--- config.mk ---
export PLATFORM = sky130hd
export DESIGN_NAME = quadra_inv
export DESIGN_NICKNAME = d
export VERILOG_FILES = /design/src/rtl/quadra_pkg.sv /design/src/rtl/quadra_inv.sv
export SDC_FILE = /design/constraint.sdc
export NUM_CORES = 1
export LEC_CHECK = 0
export ABC_AREA = 1
export ABC_CLOCK_PERIOD_IN_PS = 2100
export CAP_MARGIN = 15
export CORE_MARGIN = 10
export CORE_UTILIZATION = 30
export CTS_CLUSTER_SIZE = 16
export DETAILED_ROUTE_END_ITERATION = 6
export GPL_ROUTABILITY_DRIVEN = 0
export PLACE_DENSITY = 0.61
export SYNTH_ARGS = -nofsm -noshare
export SYNTH_HDL_FRONTEND = slang
export SYNTH_SLANG_ARGS = --single-unit
--- constraint.sdc ---
create_clock -name clk -period 2.1 [get_ports clk]
set_input_delay 0.315 -clock clk [delete_from_list [all_inputs] [get_ports clk]]
set_output_delay 0.315 -clock clk [all_outputs]
set_load 0.05 [all_outputs]
--- src/rtl/quadra_pkg.sv ---
// Shared types and constants for the quadra evaluator and its inverse search block.
package quadra_pkg;

    localparam int unsigned QUADRA_XW  = 24;
    localparam int unsigned QUADRA_YW  = 25;
    localparam int unsigned QUADRA_LAT = 3;

    typedef logic        [QUADRA_XW-1:0] x_t;
    typedef logic signed [QUADRA_YW-1:0] y_t;
    typedef logic signed [QUADRA_YW:0]   res_t;

    typedef enum logic [1:0] {
        StIdle,
        StSearch,
        StVerify,
        StDone
    } inv_state_e;

endpackage

--- src/rtl/quadra_inv.sv ---
// Successive-approximation inverse of an external pipelined evaluator: finds the largest x
// whose f(x) meets the target condition, one result bit per LAT+1 cycles.
module quadra_inv
    import quadra_pkg::*;
#(
    parameter int unsigned XW         = QUADRA_XW,
    parameter int unsigned YW         = QUADRA_YW,
    parameter int unsigned LAT        = QUADRA_LAT,
    parameter int unsigned INCREASING = 1
) (
    input  logic          clk,
    input  logic          rst_b,
    input  logic          in_valid,
    output logic          in_ready,
    input  logic [YW-1:0] in_y,
    output logic [XW-1:0] eval_x,
    input  logic [YW-1:0] eval_y,
    output logic          out_valid,
    input  logic          out_ready,
    output logic [XW-1:0] out_x,
    output logic [YW:0]   out_res,
    output logic          out_miss
);

    localparam int unsigned BW = (XW > 1) ? $clog2(XW) : 1;
    localparam int unsigned WW = (LAT > 0) ? $clog2(LAT + 1) : 1;
    localparam logic [WW-1:0] LatW = WW'(LAT);
    localparam logic [BW-1:0] TopBit = BW'(XW - 1);

    inv_state_e    state_q, state_d;
    logic [YW-1:0] target_q, target_d;
    logic [XW-1:0] acc_q, acc_d;
    logic [BW-1:0] bit_q, bit_d;
    logic [WW-1:0] wcnt_q, wcnt_d;
    logic [XW-1:0] eval_x_q, eval_x_d;
    logic [XW-1:0] out_x_q, out_x_d;
    logic [YW:0]   out_res_q, out_res_d;
    logic          out_miss_q, out_miss_d;
    logic          cond;
    logic [XW-1:0] acc_upd;

    function automatic logic cond_met(input logic [YW-1:0] y, input logic [YW-1:0] t);
        if (INCREASING != 0) begin
            return $signed(y) <= $signed(t);
        end
        return $signed(y) >= $signed(t);
    endfunction

    assign cond    = cond_met(eval_y, target_q);
    assign acc_upd = cond ? eval_x_q : acc_q;

    always_comb begin
        state_d    = state_q;
        target_d   = target_q;
        acc_d      = acc_q;
        bit_d      = bit_q;
        wcnt_d     = wcnt_q;
        eval_x_d   = eval_x_q;
        out_x_d    = out_x_q;
        out_res_d  = out_res_q;
        out_miss_d = out_miss_q;
        unique case (state_q)
            StIdle: begin
                if (in_valid) begin
                    target_d = in_y;
                    acc_d    = '0;
                    bit_d    = TopBit;
                    eval_x_d = XW'(1) << TopBit;
                    wcnt_d   = '0;
                    state_d  = StSearch;
                end
            end
            StSearch: begin
                // eval_y only reflects eval_x once the full pipeline latency has elapsed
                if (wcnt_q != LatW) begin
                    wcnt_d = wcnt_q + 1'b1;
                end else begin
                    acc_d  = acc_upd;
                    wcnt_d = '0;
                    if (bit_q != '0) begin
                        bit_d    = bit_q - 1'b1;
                        eval_x_d = acc_upd | (XW'(1) << (bit_q - 1'b1));
                    end else begin
                        eval_x_d = acc_upd;
                        state_d  = StVerify;
                    end
                end
            end
            StVerify: begin
                if (wcnt_q != LatW) begin
                    wcnt_d = wcnt_q + 1'b1;
                end else begin
                    out_x_d    = acc_q;
                    out_res_d  = {target_q[YW-1], target_q} - {eval_y[YW-1], eval_y};
                    out_miss_d = !cond;
                    state_d    = StDone;
                end
            end
            StDone: begin
                if (out_ready) begin
                    state_d = StIdle;
                end
            end
            default: state_d = StIdle;
        endcase
    end

    always_ff @(posedge clk or negedge rst_b) begin
        if (!rst_b) begin
            state_q    <= StIdle;
            target_q   <= '0;
            acc_q      <= '0;
            bit_q      <= '0;
            wcnt_q     <= '0;
            eval_x_q   <= '0;
            out_x_q    <= '0;
            out_res_q  <= '0;
            out_miss_q <= 1'b0;
        end else begin
            state_q    <= state_d;
            target_q   <= target_d;
            acc_q      <= acc_d;
            bit_q      <= bit_d;
            wcnt_q     <= wcnt_d;
            eval_x_q   <= eval_x_d;
            out_x_q    <= out_x_d;
            out_res_q  <= out_res_d;
            out_miss_q <= out_miss_d;
        end
    end

    assign in_ready  = (state_q == StIdle);
    assign out_valid = (state_q == StDone);
    assign eval_x    = eval_x_q;
    assign out_x     = out_x_q;
    assign out_res   = out_res_q;
    assign out_miss  = out_miss_q;

endmodule

Word-level counts from Yosys, hierarchy flattened:

Cells that the tools add are included.

* add/sub/neg operators: 3
* magnitude comparators: 1
* equal/unequal tests: 11
* shifts and indexed selects: 1
* mux-type cells: 22
* bitwise gates (word level): 2
* reduce and logical (&&, ||, !) cells: 11

Operators with widths (count)
* 24-bit 2-to-1 mux: 6
* 24-bit one-hot mux with 2 select lines: 2
* 25-bit by 25-bit subtractor with 26-bit output: 1
* 25-bit <= comparator: 1
* 24-bit OR: 1
* 1-bit by 5-bit << shifter with 24-bit output (first input constant): 1
* 2-bit 2-to-1 mux: 8
* 5-bit 2-to-1 mux: 3
* 2-bit inequality test (second input constant): 7
* 5-bit one-hot mux with 2 select lines: 1
* 2-bit one-hot mux with 4 select lines: 1
* 2-bit one-hot mux with 3 select lines: 1
* 3-bit AND reduction: 2
* 5-bit AND reduction: 1
* 5-bit nonzero test: 1
* 5-bit by 1-bit subtractor with 5-bit output (second input constant): 1
* 2-bit equality test (second input constant): 2
* 2-bit AND reduction: 2
* 4-bit AND reduction: 1
* 3-bit nonzero test: 1
* 2-bit by 1-bit adder with 2-bit output (second input constant): 1
* 2-bit by 1-bit equality test with 1-bit output (second input constant): 1
* 2-bit zero test: 1
* 2-bit by 1-bit inequality test with 1-bit output (second input constant): 1
* other kinds (3): 3

* register bits after elaboration: 133
* bits of input ports: 54
* output and inout bits: 77
* word-level logic and storage cells: 60

Depth between registers and ports, before layout:

* depth in word-level cells: 6
* depth in mapped cells: 18
* mapped depth without buffers: 17

Worst setup path before layout:

Ideal clock, no wire load.

* kind: reg-to-reg
* start point: register state_q[0]
* end point: register eval_x_q[0] (netlist: eval_x[0])
* setup time: 0.125 ns
* arrival time: 2.088 ns
* required time: 1.975 ns
* setup slack: -0.114 ns
* cell stages (with the launch flop): 11
* path buffers: 1
* period minus slack after synthesis: 2.214 ns
* path through: dfrtp_1 inv_1 ha_1 inv_1 o22ai_1 a21oi_2 nand2_1 inv_1 clkbuf_1 a32oi_1 nand2_1

* cells in the longest elaborated chain, start to end: 3
* elaborated cells between the ends (all ways): 7
* those cells by class: 3 x eq/ne; 1 x mux; 3 x reduce/logical

Ends and longest elaborated chain
* start: declaration: line quadra_inv.sv:30 `inv_state_e state_q, state_d;`
* start signal: assignment: line quadra_inv.sv:110 `state_q <= StIdle;`
* start signal: assignment: line quadra_inv.sv:120 `state_q <= state_d;`
* 2-bit zero test *
* via in_ready: line quadra_inv.sv:14 `output logic in_ready,`
* 2-bit inequality test (no line) or 2-bit nonzero test (tied branches)
* 3-bit AND reduction (no line)
* end signal: assignment: line quadra_inv.sv:125 `eval_x_q <= eval_x_d;`
* end: declaration: line quadra_inv.sv:35 `logic [XW-1:0] eval_x_q, eval_x_d;`

Mark *: on every way through the listed nets, which the timed path passes. The rest lies on a longest branch.
A chain may end at the register's enable or synchronous reset.

Worst setup path in the final report:

* start point: register target_q[0]
* end point: register acc_q[21]

* cells in the longest elaborated chain, start to end: 4

Ends and longest elaborated chain
* start: declaration: line quadra_inv.sv:31 `logic [YW-1:0] target_q, target_d;`
* start signal: assignment: line quadra_inv.sv:121 `target_q <= target_d;`
* 25-bit <= comparator: line quadra_inv.sv:44 `return $signed(y) <= $signed(t);`
* 24-bit 2-to-1 mux: line quadra_inv.sv:50 `assign acc_upd = cond ? eval_x_q : acc_q;`
* 24-bit 2-to-1 mux: line quadra_inv.sv:75 `if (wcnt_q != LatW) begin`
* 24-bit one-hot mux with 2 select lines: line quadra_inv.sv:62 `unique case (state_q)`
* end signal: assignment: line quadra_inv.sv:112 `acc_q <= '0;`
* end signal: assignment: line quadra_inv.sv:122 `acc_q <= acc_d;`
* end: declaration: line quadra_inv.sv:32 `logic [XW-1:0] acc_q, acc_d;`

Every way passes these cells. The select of a mux whose other input is x is not followed.

==> out/results.ini <==
[die]
placementRows = 57
core_area_um2 = 24400
die_height_um = 178
die_w_um = 178
floorplan.initialDensity_pct = 30.5
dieArea_um2 = 31500
pin_count = 131

[sta]
worst_pin_slew_ns = 0.555
period_share_pct = 111
setup_slack_ns = -0.221
final-hold-violation-count = 0
slew_headroom_pct = 62.9
final-setup-viol-count = 49
holdWs_ns = 0.346
fin_skew_ns = 0.00767
rsz0062_at_grt = yes
max_freq_ghz = 0.431
report.final.slew_viol_count = 0
tns_ns = -6.05
finalCriticalPeriod_ns = 2.32

[setup_path]
cp_slowest_stage_delay_ns = 0.38
critical_path_required_ns = 2.42
crit_path_end_kind = register
worst-r2r-cell-count = 15
cp_num_buf_inv = 5
r2r_setup_slack_ns = -0.22
cp.depth = 15
setup.worst_path.end = acc_q[21]$_DFFE_PN0P_
startpoint = target_q[0]$_DFFE_PN0P_
regToRegEndpoint = acc_q[21]$_DFFE_PN0P_
path_cells = inv_2 > ha_4 > inv_2 > fa_2 > nand3_2 > nand3_4 > nand2_4 > nand3_4 > nand2_4 > nand2_4 > buf_12 > buf_12 > buf_8 > o211ai_2 > o21ai_1
cp_top_family = buffers and inverters
cp_common_cell = nand2_4
arrival_ns = 2.64
startpoint_type = register
crit_fanout = 8
rr_startpoint = target_q[0]$_DFFE_PN0P_
path_class = reg2reg
crit_path_top_delay_cell = dfrtp_1

[synthesis]
yosys.cell_types.count = 46
ys_ff_latch = 133
yosysSeqAreaShare_pct = 44.7
synth_cells = 907
yosysWarnings = 0
synth_nets = 997
avgSynthCellArea_um2 = 8.21
synth-edff-count = 0
ys_async_sr_fraction_pct = 100
synthesis.area_um2 = 7440
synth_flop_cell = dfrtp_1

[routing]
drtPass1Iterations = 5
post_drt_wl_per_cell_um = 16.5
ant_nets = 0
routed_wl_um = 25000
vias = 7192
drt_iter0_markers = 414
drc = 0
routed_via_density = 4.74

[status]
status = complete, but fails checks
violations = negative setup slack

[power_and_ir_drop]
combPwrFrac_pct = 64.2
ir_drop_mv = 0.684
pwr-share-clk_pct = 15.2
p_sw_mw = 8.70
netSwitchingFraction_pct = 44.9
seq_power_share_pct = 20.7
p_per_area_nw_per_um2 = 1640
p_int_mw = 10.7
cellLeakagePower_nw = 5.54

[finish]
seqCellArea_um2 = 3330
n_fill_cell = 2248
syn_to_final_growth_pct = 58.6
diodes = 0
fin_area_um2 = 11800
multiInputGateArea_um2 = 4280
nNetsFinal = 1271
drive_above_1_share_pct = 32.7
final_util_pct = 48.4

[placed_design]
dp_hpwl_um = 17200
io_buffer_count = 130
place_area_um2 = 9930

[global_routing]
track_usage_pct = 15.7
grt_max_degree = 47
antenna_found_initial = 0
grt_pass1_vias = 7430
grt_overflow = 0
grt_pass1_wl_um = 39000

[worst_hold_path]
hold_class = in2async

[clocking]
cts_made_buffers = 17
clock_latency_ns = 0.45
cts.clk_slew.worst_paths_ns = 0.06
cts_tree = built
htree_levels = 4
clockBufferDepth = 2
cts-root-buf = clkbuf_16
clkSinkCount = 133

[flow_run]
drv_cap = 0

power by group through the flow:
stage / Sequential (mW) / Combinational, mW / Clock, mW
6_report: 4.01 / 12.4 / 2.94
5_1_grt: 4.11 / 13.5 / 3.10
3_3_place_gp: 3.93 / 9.33 / 0
2_1_floorplan: 4.93 / 4.80 / 0
4_1_cts: 3.95 / 11.5 / 2.98
3_5_place_dp: 3.95 / 9.44 / 0
synth_stat cells (7+ instances only):
cell	number	area, µm²
inv_1	138	518
o211ai_2	12	150
nand4_1	15	93.8
a21oi_1	31	155
ha_1	35	438
mux2_2	24	270
nand2_2	7	43.8
clkbuf_1	21	78.8
nand3_1	51	255
nor2_1	35	131
o21ai_1	15	75.1
nor3_1	13	65.1
a32oi_1	12	105
o21ai_0	68	340
dfrtp_1	133	3330
xnor2_1	8	70.1
nand2_1	227	852
flip-flops by register name, summed over array words and instances, names as in the netlist:
name and cells:
out_miss 1, wcnt_q 2, out_res 26, eval_x 24, acc_q 24, bit_q 5, target_q 25, out_x 24
state_q 2
final cells by class:
class,instances,share of cell area [%]
Multi-Input combinational cell,602,36.2
Sequential cell,133,28.2
Timing Repair Buffer,286,22.8
Inverter,141,4.48
Clock buffer,19,3.75
Tap cell,324,3.43
Clock inverter,13,1.05
kinds of logic (layout without fill, tap and decap cells):
family | Yosys count | in the layout | synth area share (%)
AND/OR/NAND/NOR | 360 | 360 | 20.5
buffers and inverters | 172 | 459 | 9.21
AO/OA/AOI/OAI | 168 | 168 | 14.0
flip-flops | 133 | 133 | 44.7
adder cells (fa/ha/maj) | 36 | 36 | 6.15
multiplexers | 24 | 24 | 3.63
XOR/XNOR | 14 | 14 | 1.75
metal layers:
metal  track usage [%]  routed length, µm
met1              18.2              10400
met5                 0                  0
met3              3.82               1280
met4              5.07                554
met2              27.8              12800
placed cells by master (no fill, tap or decap), drive strengths merged, types with 8 or more instances in the layout:
cell,instances
nor3,14
dfrtp,133
clkbuf,19
mux2,24
xnor2,8
buf,159
o21ai,84
o211ai,13
a21oi,32
nand2,234
nand3,52
inv,144
clkdlybuf4s50,125
nand4,15
a32oi,12
nor2,37
ha,35
through the flow:
step	power (mW)	std cells	setup slack, ns
2_1_floorplan	9.73	907	0.0477
3_3_place_gp	13.3	1447	-0.753
3_5_place_dp	13.4	1447	-0.770
4_1_cts	18.4	1517	-0.215
5_1_grt	20.7	1518	-0.348
6_report	19.4	1518	-0.221
what timing repair did:
action | in CTS | in global routing
gates resized for setup | 102 | 110
gates cloned | 3 | 0
pin swaps | 19 | 67
hold endpoints to repair | 35 | 0
setup buffers | 34 | 15
hold buffers | 1 | 0
setup endpoints to repair | 61 | 69
worst min-delay path by stage:
stage / startpoint / end
CTS: rst_b / target_q[9]$_DFFE_PN0P_
floorplan: rst_b / acc_q[0]$_DFFE_PN0P_
global route: rst_b / out_res[1]$_DFFE_PN0P_
global placement: rst_b / target_q[9]$_DFFE_PN0P_
detailed placement: rst_b / target_q[9]$_DFFE_PN0P_
finish: rst_b / out_res[7]$_DFFE_PN0P_
(Power assumes the default switching activity.)
